==> config.mk <==
export PLATFORM = sky130hd
export DESIGN_NAME = imem_loader
export DESIGN_NICKNAME = d
export VERILOG_FILES = /design/src/rtl/imem_loader.sv
export SDC_FILE = /design/constraint.sdc
export NUM_CORES = 1
export LEC_CHECK = 0
export ABC_AREA = 1
export CAP_MARGIN = 5
export CORE_MARGIN = 2
export CORE_UTILIZATION = 40
export DETAILED_ROUTE_END_ITERATION = 8
export MAX_ROUTING_LAYER = met4
export SKIP_LAST_GASP = 1
export SLEW_MARGIN = 20
export SYNTH_ARGS = -nofsm -noshare
export SYNTH_HDL_FRONTEND = slang
export SYNTH_SLANG_ARGS = --single-unit
export TNS_END_PERCENT = 20
==> constraint.sdc <==
create_clock -name clk -period 8 [get_ports clk]
set_input_delay 2 -clock clk [delete_from_list [all_inputs] [get_ports clk]]
set_output_delay 2 -clock clk [all_outputs]
set_load 0.05 [all_outputs]
==> src/rtl/imem_loader.sv <==
// rtl/imem_loader.sv - serial boot loader that writes framed words into instruction memory.
// Frame: SYNC, N[15:8], N[7:0], 4*N big-endian payload bytes, mod-256 payload checksum.
module imem_loader #(
  parameter logic [7:0] SYNC_BYTE      = 8'hA5,
  parameter int         MAX_WORDS      = 256,
  parameter int         TIMEOUT_CYCLES = 1000000
) (
  input  logic        clk,
  input  logic        reset,
  input  logic [7:0]  rx_data,
  input  logic        rx_valid,
  output logic        imem_we,
  output logic [31:0] imem_addr,
  output logic [31:0] imem_wdata,
  output logic        cpu_hold,
  output logic        done,
  output logic        err,
  output logic [15:0] word_count
);

  localparam int          TW    = (TIMEOUT_CYCLES > 1) ? $clog2(TIMEOUT_CYCLES + 1) : 1;
  localparam logic [16:0] MAX_W = 17'(MAX_WORDS);
  localparam logic [TW-1:0] TO_LAST = TW'(TIMEOUT_CYCLES - 1);

  typedef enum logic [2:0] {
    IDLE, LEN_HI, LEN_LO, DATA, CHECK, DONE, ERROR
  } state_t;

  state_t        state_q;
  logic [15:0]   len_q;
  logic [15:0]   word_idx_q;
  logic [1:0]    byte_idx_q;
  logic [23:0]   shift_q;
  logic [7:0]    csum_q;
  logic [TW-1:0] idle_q;
  logic          imem_we_q;
  logic [31:0]   imem_addr_q;
  logic [31:0]   imem_wdata_q;
  logic          cpu_hold_q;
  logic          done_q;
  logic          err_q;
  logic [15:0]   word_count_q;

  logic [15:0] len_w;
  logic        in_frame;

  assign len_w    = {len_q[15:8], rx_data};
  assign in_frame = (state_q == LEN_HI) || (state_q == LEN_LO) ||
                    (state_q == DATA)   || (state_q == CHECK);

  always_ff @(posedge clk or posedge reset) begin
    if (reset) begin
      state_q      <= IDLE;
      len_q        <= '0;
      word_idx_q   <= '0;
      byte_idx_q   <= '0;
      shift_q      <= '0;
      csum_q       <= '0;
      idle_q       <= '0;
      imem_we_q    <= 1'b0;
      imem_addr_q  <= '0;
      imem_wdata_q <= '0;
      cpu_hold_q   <= 1'b0;
      done_q       <= 1'b0;
      err_q        <= 1'b0;
      word_count_q <= '0;
    end else begin
      imem_we_q <= 1'b0;

      // Idle watchdog only acts on cycles without a byte, so it never races the byte handling below.
      if (in_frame) begin
        if (rx_valid) begin
          idle_q <= '0;
        end else if (idle_q == TO_LAST) begin
          idle_q     <= '0;
          state_q    <= ERROR;
          err_q      <= 1'b1;
          done_q     <= 1'b0;
          cpu_hold_q <= 1'b1;
        end else begin
          idle_q <= idle_q + 1'b1;
        end
      end

      case (state_q)
        IDLE, DONE, ERROR: begin
          if (rx_valid && rx_data == SYNC_BYTE) begin
            state_q      <= LEN_HI;
            done_q       <= 1'b0;
            err_q        <= 1'b0;
            word_count_q <= '0;
            cpu_hold_q   <= 1'b1;
            csum_q       <= '0;
            idle_q       <= '0;
          end
        end
        LEN_HI: begin
          if (rx_valid) begin
            len_q[15:8] <= rx_data;
            state_q     <= LEN_LO;
          end
        end
        LEN_LO: begin
          if (rx_valid) begin
            len_q      <= len_w;
            word_idx_q <= '0;
            byte_idx_q <= '0;
            if (len_w == 16'd0 || {1'b0, len_w} > MAX_W) begin
              state_q    <= ERROR;
              err_q      <= 1'b1;
              cpu_hold_q <= 1'b1;
            end else begin
              state_q <= DATA;
            end
          end
        end
        DATA: begin
          if (rx_valid) begin
            csum_q <= csum_q + rx_data;
            if (byte_idx_q == 2'd3) begin
              imem_we_q    <= 1'b1;
              imem_addr_q  <= {16'd0, word_idx_q};
              imem_wdata_q <= {shift_q, rx_data};
              word_count_q <= word_idx_q + 16'd1;
              word_idx_q   <= word_idx_q + 16'd1;
              byte_idx_q   <= 2'd0;
              if (word_idx_q == len_q - 16'd1) state_q <= CHECK;
            end else begin
              shift_q    <= {shift_q[15:0], rx_data};
              byte_idx_q <= byte_idx_q + 2'd1;
            end
          end
        end
        CHECK: begin
          if (rx_valid) begin
            if (rx_data == csum_q) begin
              state_q    <= DONE;
              done_q     <= 1'b1;
              cpu_hold_q <= 1'b0;
            end else begin
              state_q    <= ERROR;
              err_q      <= 1'b1;
              cpu_hold_q <= 1'b1;
            end
          end
        end
        default: state_q <= IDLE;
      endcase
    end
  end

  assign imem_we    = imem_we_q;
  assign imem_addr  = imem_addr_q;
  assign imem_wdata = imem_wdata_q;
  assign cpu_hold   = cpu_hold_q;
  assign done       = done_q;
  assign err        = err_q;
  assign word_count = word_count_q;

endmodule

==> impl_metrics.toml, run 1 <==
[setup_path]
slowest_stage = "clkdlybuf4s50_1"
critical_path_arrival_ns = 4.48
crit_chain = "clkdlybuf4s50_1 > inv_1 > nor2_2 > nor2_1 > inv_2 > nand4_1 > o21ai_0"
critPathKind = "input pin to register"
critPathRequiredTime_ns = 8.35
critPathLaunchType = "input pin"
end_kind = "register"
ff2ff_path_depth = 8
path_max_fanout = 25
cpPeakStageDelay_ns = 0.69

[timing]
setup-tns-final_ns = 0
finClkSkew_ns = 0.007792
timing.final.crit_share_pct = 51.61
hold_viol_final = 0
hold_ws_ns = 0.4689
tightest_slew_ns = 0.9204
slew_headroom_pct = 38.64
grt_setup_unrepaired = "no"
setup_violations = 0
min_period_ns = 4.129
slew_violations = 0
fmax_mhz = 242.2
setup_slack_ns = 3.871

[floorplan]
dieArea_mm2 = 0.02073
std_cell_rows = 51
die_h_um = 144.0
core_area_mm2 = 0.01933
die_width_um = 144.0
io_pins = 95
start_util_pct = 40.53

[global_routing]
gr-total-overflow = 0
grt_pass1_vias = 6143
antenna_found_initial = 0
grt.total_usage_pct = 19.61
grt_pass1_wl_mm = 31.01
grt_start_max_net_pins = 99

[cts]
root_buffer = "clkbuf_16"
hold_buffers = 0
clock-sinks = 157
ctsResizeCount = 0
cts_tree = "done"
h-tree-depth = 4
postCtsSetupRepairBufs = 0
cts_buffers = 17
cts.clk_slew.worst_paths_ns = 0.07
insertion_delay_ns = 0.43
cts_buffer_depth = 2

[detailed_routing]
ant_nets = 0
drt_iter0_drc = 395
viasPerCell = 4.866
first_pass_iters = 5
drc = 0
routed_wl_mm = 18.34
vias = 6516
wl_per_cell_um = 13.70

[synth]
muxShareOfSynthArea_pct = 0
synthTopCellsByArea = "dfrtp_1 50%, nand2_1 14%, o21ai_0 6.2%"
synth_common_cells = "282 x nand2_1, 157 x dfrtp_1, 106 x inv_1"
synth_edf_count = 0
async_flop_share_pct = 100.0
synth_top_area_cell = "dfrtp_1"
syn-instance-count = 987
synth_compound_area_share_pct = 11.90
yosysMostFrequentCell = "nand2_1"
synth_xor_area_share_pct = 2.347
synth_seq_cells = 157
synthesis.area_mm2 = 0.007836
yosysSeqAreaShare_pct = 50.14
synth_cell_type_count = 45
synth_top_family_by_area = "simple AND/OR/NAND/NOR gates"
avgSynthCellArea_um2 = 7.939
synthSimpleGateAreaFrac_pct = 25.00
synth_top_area_share_pct = 50.14
ys_warn_count = 0
synth_ff_type = "dfrtp_1"
synthAdderAreaFrac_pct = 2.012

[place]
gp_congestion = 0.8822
placed_cells = 1307
placedInstanceArea_mm2 = 0.008792
dp_hpwl_mm = 12.87
place_ws_ns = 3.428
port_buffers = 78

[finish]
nNetsFinal = 1084
antenna_cells = 0
stdcell_area_mm2 = 0.009388
drive_gt1_share_pct = 5.493
final_cells = 1339
utilization_pct = 48.55
area_growth_pct = 19.80

[worst_hold_path]
holdPathStages = 2
hold_path_class = "register to register"

[job]
maxCapViolCount = 0

[power_and_ir_drop]
peakVddDrop_uv = 173.4
pwr_density_cell_mw_per_mm2 = 292.0
leakagePower_nw = 4.478
totalPowerFinal_mw = 2.741

[status]
status = "finished clean"
-- cell families (layout without fill, tap and decap cells) --
| group | Yosys count | in the layout |
|---|---|---|
| AND/OR/NAND/NOR | 469 | 469 |
| AO/OA/AOI/OAI | 172 | 172 |
| flip-flops | 157 | 157 |
| buffers and inverters | 155 | 227 |
| XOR/XNOR | 21 | 21 |
| adder cells (fa/ha/maj) | 12 | 12 |
| other | 1 | 16 |
-- cells in the final DEF (no fill, tap or decap), types with 11 or more instances in the layout --
cell,Yosys,routed
a21oi_1,31,31
clkbuf_16,0,17
clkdlybuf4s50_1,0,78
conb_1,1,16
dfrtp_1,157,157
ha_1,11,11
inv_1,106,105
nand2_1,282,282
nand3_1,49,49
nand4_1,17,17
nor2_1,91,91
nor3_1,11,11
o21ai_0,97,97
o21ai_1,19,19
xor2_1,14,14
-- flip-flops by register name, indices dropped and copies added, names as in the netlist --
name and cells:
byte_idx_q 2, word_count 16, shift_q 24, imem_wdata 32
imem_we 1, err 1, done 1, len_q 16
cpu_hold 1, imem_addr 16, idle_q 20, state_q 3
csum_q 8, word_idx_q 16
-- critical path, delay by kind of cell --
kind	cells	cell delay [ns]
AND/OR/NAND/NOR	3	1.02
AO/OA/AOI/OAI	1	0.12
buffers and inverters	3	1.34
-- final cells by class --
| cell class | instances | area [µm²] |
|---|---|---|
| inverter | 114 | 435.4 |
| timing repair buffer | 81 | 803.3 |
| clock inverter | 14 | 156.4 |
| fill | 1894 | 9947 |
| tap | 265 | 331.6 |
| clock buffer | 18 | 439.2 |
| multi-input combinational | 690 | 3293 |
| sequential | 157 | 3929 |
-- final timing paths --
kind                                 from              to  slack (ns)
max                              rx_valid   word_idx_q[8]        3.87
min                        imem_wdata[24]  imem_wdata[24]        0.47
max reg2reg                    state_q[0]   imem_addr[15]        5.35
min reg2reg                imem_wdata[24]  imem_wdata[24]        0.47
max in group asynchronous           reset   imem_wdata[0]        4.58
min in group asynchronous           reset       csum_q[3]        2.10
-- metal layers --
metal / track usage (%) / vias up / routed length (µm)
met5: - / - / 0
met4: 5.521 / 0 / 211
met3: 3.865 / 23 / 791
met2: 29.25 / 138 / 8356
met1: 27.33 / 3053 / 8979
li1: - / 3302 / -
-- report_power, final --
| part | total (mW) | internal, mW | switching [mW] |
|---|---|---|---|
| clock network | 0.815 | 0.472 | 0.342 |
| logic | 0.790 | 0.276 | 0.515 |
| registers | 1.14 | 0.970 | 0.166 |
| total | 2.74 | 1.72 | 1.02 |
Note: power is estimated with default switching activity, not from simulation.
==> run 2, diff against run 1 <==
clock period = 3.8 ns   (was 8 ns; I/O delays follow)
==> run 2 against run 1 <==
Net effect: worst hold slack got worse by 0.00093 ns; combinational power grew 110%; cell area up 0.53%; die area unchanged; highest routed layer unchanged.
==> impl_metrics.toml, run 2 (same netlist as run 1, synthesis figures left out) <==
[setup_path]
ff2ff_path_depth = 8
critical_path_arrival_ns = 3.06
end_kind = "register"
path_max_fanout = 49
critPathKind = "input pin to register"
timing.reg2reg.setup_slack_ns = 1.37
r2r_start = "state_q[0]"
r2r-end = "word_idx_q[10]"
critPathRequiredTime_ns = 4.10
critPathLaunchType = "input pin"

[detailed_routing]
ant_nets = 0
highest_layer = "met4"
vias = 6524
drc = 0
first_pass_iters = 5
viasPerCell = 4.847
wl_met3_um = 661
wl_met1_mm = 9.077
wl_per_cell_um = 13.77
routed_wl_mm = 18.54
drt_iter0_drc = 475
dr_wl_met2_mm = 8.572

[cts]
insertion_delay_ns = 0.44
cts_buffers = 17
cts.clk_slew.worst_paths_ns = 0.07
postCtsSetupRepairBufs = 0
cts_tree = "done"
hold_buffers = 0
cts_buffer_depth = 2
root_buffer = "clkbuf_16"
ctsResizeCount = 0
clock-sinks = 157
h-tree-depth = 4

[timing]
min_period_ns = 2.765
fmax_mhz = 361.7
hold_ws_ns = 0.4679
setup-tns-final_ns = 0
hold_viol_final = 0
finClkSkew_ns = 0.01188
tightest_slew_ns = 0.7902
slew_headroom_pct = 47.32
grt_setup_unrepaired = "no"
setup_slack_ns = 1.035
slew_violations = 0
timing.final.crit_share_pct = 72.76
setup_violations = 0

[finish]
final_cells = 1346
layout_commonest_cell = "nand2_1"
mostFrequentLayoutCells = "282 x nand2_1, 157 x dfrtp_1, 105 x inv_1"
utilization_pct = 48.81
area_growth_pct = 20.44
drive_gt1_share_pct = 6.105
largest_reg_flops = 32
nNetsFinal = 1091
stdcell_area_mm2 = 0.009438
antenna_cells = 0

[floorplan]
dieArea_mm2 = 0.02073
io_pins = 95
start_util_pct = 40.53
die_width_um = 144.0
die_h_um = 144.0
std_cell_rows = 51
core_area_mm2 = 0.01933

[worst_hold_path]
hold_path_class = "register to register"
holdPathEnd = "imem_wdata[29]"
hp-start = "imem_wdata[29]"
holdPathStages = 2

[power_and_ir_drop]
net-switching-power_mw = 2.182
pwr-share-clk_pct = 28.8
combPwrFrac_pct = 29.5
power_frac_seq_pct = 41.8
p_sw_share_pct = 38.17
leakagePower_nw = 4.512
pwr_density_cell_mw_per_mm2 = 605.7
peakVddDrop_uv = 376.7
totalPowerFinal_mw = 5.717
intPower_mw = 3.535

[place]
placedInstanceArea_mm2 = 0.008869
place_ws_ns = 0.5729
placed_cells = 1314
dp_hpwl_mm = 13.22
gp_congestion = 0.8822
port_buffers = 78

[global_routing]
antenna_found_initial = 0
gr-total-overflow = 0
grt_pass1_vias = 6050
grt.total_usage_pct = 19.63
grt_start_max_net_pins = 91
grt_pass1_wl_mm = 30.84

[status]
status = "finished clean"

[job]
maxCapViolCount = 0
[run 2: cell count changes in the layout (fill, tap and decap cells not counted), sizes merged]
cell      before  now
buf            3   10
clkbuf        18   20
inv          119  118
clkinvlp       4    3
clkinv         3    5
bufinv         2    0
[run 2: power by group through the flow]
stage | Clock [mW] | Sequential [mW] | Combinational (mW)
finish | 1.64 | 2.39 | 1.69
global route | 1.74 | 2.44 | 1.96
CTS | 1.68 | 2.39 | 1.69
detailed placement | 0 | 2.41 | 1.68
global placement | 0 | 2.42 | 1.65
floorplan | 0 | 2.40 | 1.25
[run 2: worst max path at each step]
| stage | start | endpoint | slack, ns | cells after the start |
|---|---|---|---|---|
| 2_1_floorplan | reset | byte_idx_q[0] | 0.86 | 1 |
| 3_3_place_gp | rx_valid | word_idx_q[10] | 0.57 | 7 |
| 3_5_place_dp | rx_valid | word_idx_q[10] | 0.57 | 7 |
| 4_1_cts | rx_valid | word_idx_q[10] | 1.03 | 7 |
| 5_1_grt | rx_valid | word_idx_q[10] | 0.83 | 7 |
| 6_report | rx_valid | shift_q[14] | 1.04 | 8 |
[run 2: cell type report]
cell class                 count  area [µm²]
clock inverter                12       102.6
inverter                     114       434.2
tap                          265       331.6
sequential                   157        3929
fill                        1900        9897
multi-input combinational    690        3293
clock buffer                  20       466.7
timing repair buffer          88       880.8
[run 2: routing by layer]
| metal | GRT usage (%) | vias up |
|---|---|---|
| li1 | - | 3322 |
| met1 | 26.66 | 3070 |
| met2 | 30.25 | 116 |
| met3 | 3.632 | 16 |
| met4 | 5.573 | 0 |
| met5 | - | - |
[run 2: worst max-delay path: stages]
cell and delay [ns]:
clkdlybuf4s50_1 0.72, inv_1 0.31, nor2_8 0.24, inv_2 0.13, or2_1 0.22, buf_4 0.27
nand2_1 0.11, o21ai_0 0.07
==> run 3, diff against run 2 <==
clock period = 2.7 ns   (was 3.8 ns; I/O delays follow)
==> run 3 against run 2 <==
Net effect: first-iteration DRC count shrank 15%; die area unchanged; non-clock buffer count increased by 19; highest routed layer unchanged; via count up 0.46%; worst hold slack got worse by 0.0011 ns; routed wire length about the same; clock-buffer cell count decreased by 2; sequential cell count unchanged; cell area up 2.4%; combinational power is 43% higher; total power is 44% higher.
==> impl_metrics.toml, run 3 (same netlist as run 1, synthesis figures left out) <==
[status]
status = "finished clean"

[place]
port_buffers = 78
gp_congestion = 0.8714
dp_hpwl_mm = 13.31
place_ws_ns = -0.01405

[finish]
multi_input_area_mm2 = 0.003293
largest_reg_flops = 32
register_area_mm2 = 0.003929
area_growth_pct = 23.28
utilization_pct = 49.96
fillers = 1889
drive_gt1_share_pct = 7.727
antenna_cells = 0
layout_commonest_cell = "nand2_1"
mostFrequentLayoutCells = "282 x nand2_1, 157 x dfrtp_1, 105 x inv_1"
nNetsFinal = 1110

[setup_path]
critPathKind = "register to output pin"
path_buf_inv = 1
end_kind = "output pin"
critical_path_arrival_ns = 1.63
path_max_fanout = 2
slowest_stage = "clkdlybuf4s50_1"
worstSetupPathDepth = 1
ff2ff_path_depth = 11
cp_top_family = "buffers and inverters"
cpPeakStageDelay_ns = 0.82
critPathRequiredTime_ns = 2.03
crit_chain = "clkdlybuf4s50_1"
critPathLaunchType = "register"

[cts]
cts_buffers = 17
ctsResizeCount = 0
postCtsSetupRepairBufs = 0
root_buffer = "clkbuf_16"
cts_tree = "done"
insertion_delay_ns = 0.43
hold_buffers = 0
cts_buffer_depth = 2
clock-sinks = 157
cts.clk_slew.worst_paths_ns = 0.07
h-tree-depth = 4

[floorplan]
die_width_um = 144.0
std_cell_rows = 51
core_area_mm2 = 0.01933
die_h_um = 144.0
start_util_pct = 40.53
io_pins = 95
dieArea_mm2 = 0.02073

[detailed_routing]
drc = 0
routed_wl_mm = 18.56
first_pass_iters = 5
wl_per_cell_um = 13.60
viasPerCell = 4.801
wl_met1_mm = 8.881
wl_met3_um = 741
dr_wl_met2_mm = 8.684
ant_nets = 0
vias = 6554
drt_iter0_drc = 402
highest_layer = "met4"

[global_routing]
grt_pass1_vias = 6081
gr-total-overflow = 0
grt_pass1_wl_mm = 30.93
antenna_found_initial = 0
grt_start_max_net_pins = 83
grt.total_usage_pct = 19.60

[power_and_ir_drop]
pwr_density_cell_mw_per_mm2 = 854.3
leakagePower_nw = 4.649
peakVddDrop_uv = 515.9
totalPowerFinal_mw = 8.253

[timing]
hold_ws_ns = 0.4668
hold_viol_final = 0
setup_violations = 0
fmax_mhz = 433.6
finClkSkew_ns = 0.008464
tightest_slew_ns = 0.5237
timing.final.crit_share_pct = 85.42
slew_violations = 0
min_period_ns = 2.306
slew_headroom_pct = 64.98
setup_slack_ns = 0.3936
grt_setup_unrepaired = "no"

[worst_hold_path]
holdPathStages = 2
hold_path_class = "register to register"

[job]
maxCapViolCount = 0
run 3: cell count changes in the layout (fill, tap and decap cells not counted):
cell	before	now
buf_4	8	24
clkbuf_8	3	1
clkinv_4	5	3
clkinvlp_4	3	1
inv_8	0	3
inv_6	5	6
buf_12	2	5
bufinv_16	0	2
run 3: where the power goes:
group / internal, mW / leakage [nW] / total, mW / switching, mW
registers: 2.87 / 2.07 / 3.36 / 0.487
logic: 0.864 / 2.27 / 2.41 / 1.55
clock network: 1.43 / 0.303 / 2.48 / 1.06
run 3: per-stage QoR:
stage / setup TNS, ns / instances / cell area (µm²)
3_5_place_dp: -0.01405 / 1333 / 9049
6_report: 0 / 1365 / 9661
3_3_place_gp: 0 / 1333 / 9049
4_1_cts: 0 / 1365 / 9661
2_1_floorplan: 0 / 1002 / 7896
5_1_grt: 0 / 1365 / 9661
run 3: final cells by class:
type / instances / share of cell area, %
inverters: 114 / 4.494
multi-input cells: 690 / 34.09
clock buffers: 18 / 4.546
well taps: 265 / 3.432
flip-flops and latches: 157 / 40.67
clock inverters: 14 / 1.787
repair buffers: 107 / 10.98
run 3: worst paths after layout:
path	from	to	slack, ns
min in group asynchronous	reset	csum_q[3]	0.57
min reg2reg	word_count[6]	word_count[6]	0.47
max reg2reg	word_idx_q[0]	word_idx_q[14]	0.46
max	imem_wdata[15]	imem_wdata[15]	0.39
min	word_count[6]	word_count[6]	0.47
max in group asynchronous	reset	word_idx_q[9]	1.41
run 3: tightest hold or removal path: stages (launching register included):
cell and delay, ns:
dfrtp_1 0.34, nand2_1 0.05, nand2_1 0.05
run 3: layer usage:
layer  global-route usage (%)  vias up
li1                         -     3369
met1                    26.74     3017
met2                    29.90      143
met3                    3.466       25
met4                    6.140        0
met5                        -        -
==> variant: new RTL, config.mk and constraints of run 3 <==
Change the parameter `TIMEOUT_CYCLES` from 1000000 to 2000000.
--- a/src/rtl/imem_loader.sv
+++ b/src/rtl/imem_loader.sv
@@ -4,5 +4,5 @@
   parameter logic [7:0] SYNC_BYTE      = 8'hA5,
   parameter int         MAX_WORDS      = 256,
-  parameter int         TIMEOUT_CYCLES = 1000000
+  parameter int         TIMEOUT_CYCLES = 2000000
 ) (
   input  logic        clk,
Formal check against the unedited RTL: no difference found for any inputs over 4 cycles, from zero or initial values and one cycle with reset high; that may be too few to reach the edited logic, so the function may still have changed.
==> variant against run 3 <==
  * Clock skew grew 0.0022 ns
  * Area after synthesis increased by 3.9%
  * Setup slack better by 0.0036 ns
  * Total power is 5.0% lower
  * Worst hold slack gained 0.0014 ns
  * Synthesized cell count up 5.2%
  * Via count grew 5.9%
  * Combinational power decreased by 7%
  * Sequential cell count rose by 1
  * Wire length up 7.8%
  * Final area increased by 3.3%
==> variant: results <==
[run_status]
outcome = finished, final reports clean

[yosys]
ys_top_cells_by_count = 297 x nand2_1, 158 x dfrtp_1, 106 x inv_1
netlist_top_cells_area = dfrtp_1 49%, nand2_1 14%, o21ai_0 6.0%
ys_seq_area_frac = 0.4855

[timing]
fin_hold_ws_ns = 0.4683

[global_route]
grt_util_all_layers = 0.1995
grt_util_met3 = 0.02981
grt_use_met1 = 0.2715
grtUsageMet2 = 0.3113
grt_pass1_vias = 6538
grt_start_max_net_pins = 49

[power_and_ir_drop]
p_leak_nw = 4.618
max-vdd-ir-drop_mv = 0.4879
swShare = 0.3778
p_switching_w = 0.002962
clkPwrFrac = 0.306
p_seq_frac = 0.406

[layout]
drive_above_1_share = 0.08941
final_nets = 1162
fillers = 1957

[route]
routed_wirelength_microns = 20010
drt_iter0_drc = 507
dr_total_vias = 6938

[hold_path]
hold_start = imem_wdata[30]

[placement]
dp_hpwl_microns = 14980
place.gp.congestion = 0.8862

[critical_path]
regToRegSetupSlack_ns = 0.48
crit_start = err
==> variant: logic make-up after synthesis <==
| logic type | Yosys count | synth area share |
|---|---|---|
| fa+ha+maj | 12 | 0.01936 |
| compound gates | 181 | 0.1189 |
| buf+inv | 163 | 0.08849 |
| other cells | 1 | 0.0004605 |
| xor+xnor | 15 | 0.01613 |
| flops | 158 | 0.4855 |
| mux | 1 | 0.001843 |
| simple gates | 507 | 0.2693 |
==> variant: layout make-up <==
| class | count | area, sq um | share of cell area |
|---|---|---|---|
| Sequential cell | 158 | 3954 | 0.3962 |
| Timing Repair Buffer | 109 | 1101 | 0.1103 |
| Inverter | 121 | 465.4 | 0.04665 |
| Clock buffer | 17 | 425.4 | 0.04263 |
| Multi-Input combinational cell | 732 | 3526 | 0.3534 |
| Tap cell | 270 | 337.8 | 0.03386 |
| Clock inverter | 15 | 168.9 | 0.01693 |
==> variant: per-stage QoR <==
| step | instance area, sq um | std cells | util | worst slack, ns |
|---|---|---|---|---|
| after floorplan | 8204 | 1053 | - | 0.02413 |
| after detailed placement | 9384 | 1390 | 0.4668 | 0.02598 |
| after CTS | 9978 | 1422 | 0.4963 | 0.3571 |
| final | 9978 | 1422 | 0.4963 | 0.3972 |
| after global routing | 9978 | 1422 | 0.4963 | 0.1959 |
| after global placement | 9384 | 1390 | 0.4668 | 0.0003211 |
==> variant: how the worst max path moves through the flow <==
stage,endpoint,cells after the start,slack (ns)
2_1_floorplan,byte_idx_q[0],1,0.02
3_3_place_gp,state_q[0],12,0.0003
3_5_place_dp,state_q[0],12,0.03
4_1_cts,cpu_hold,1,0.36
5_1_grt,cpu_hold,10,0.20
6_report,err,1,0.40
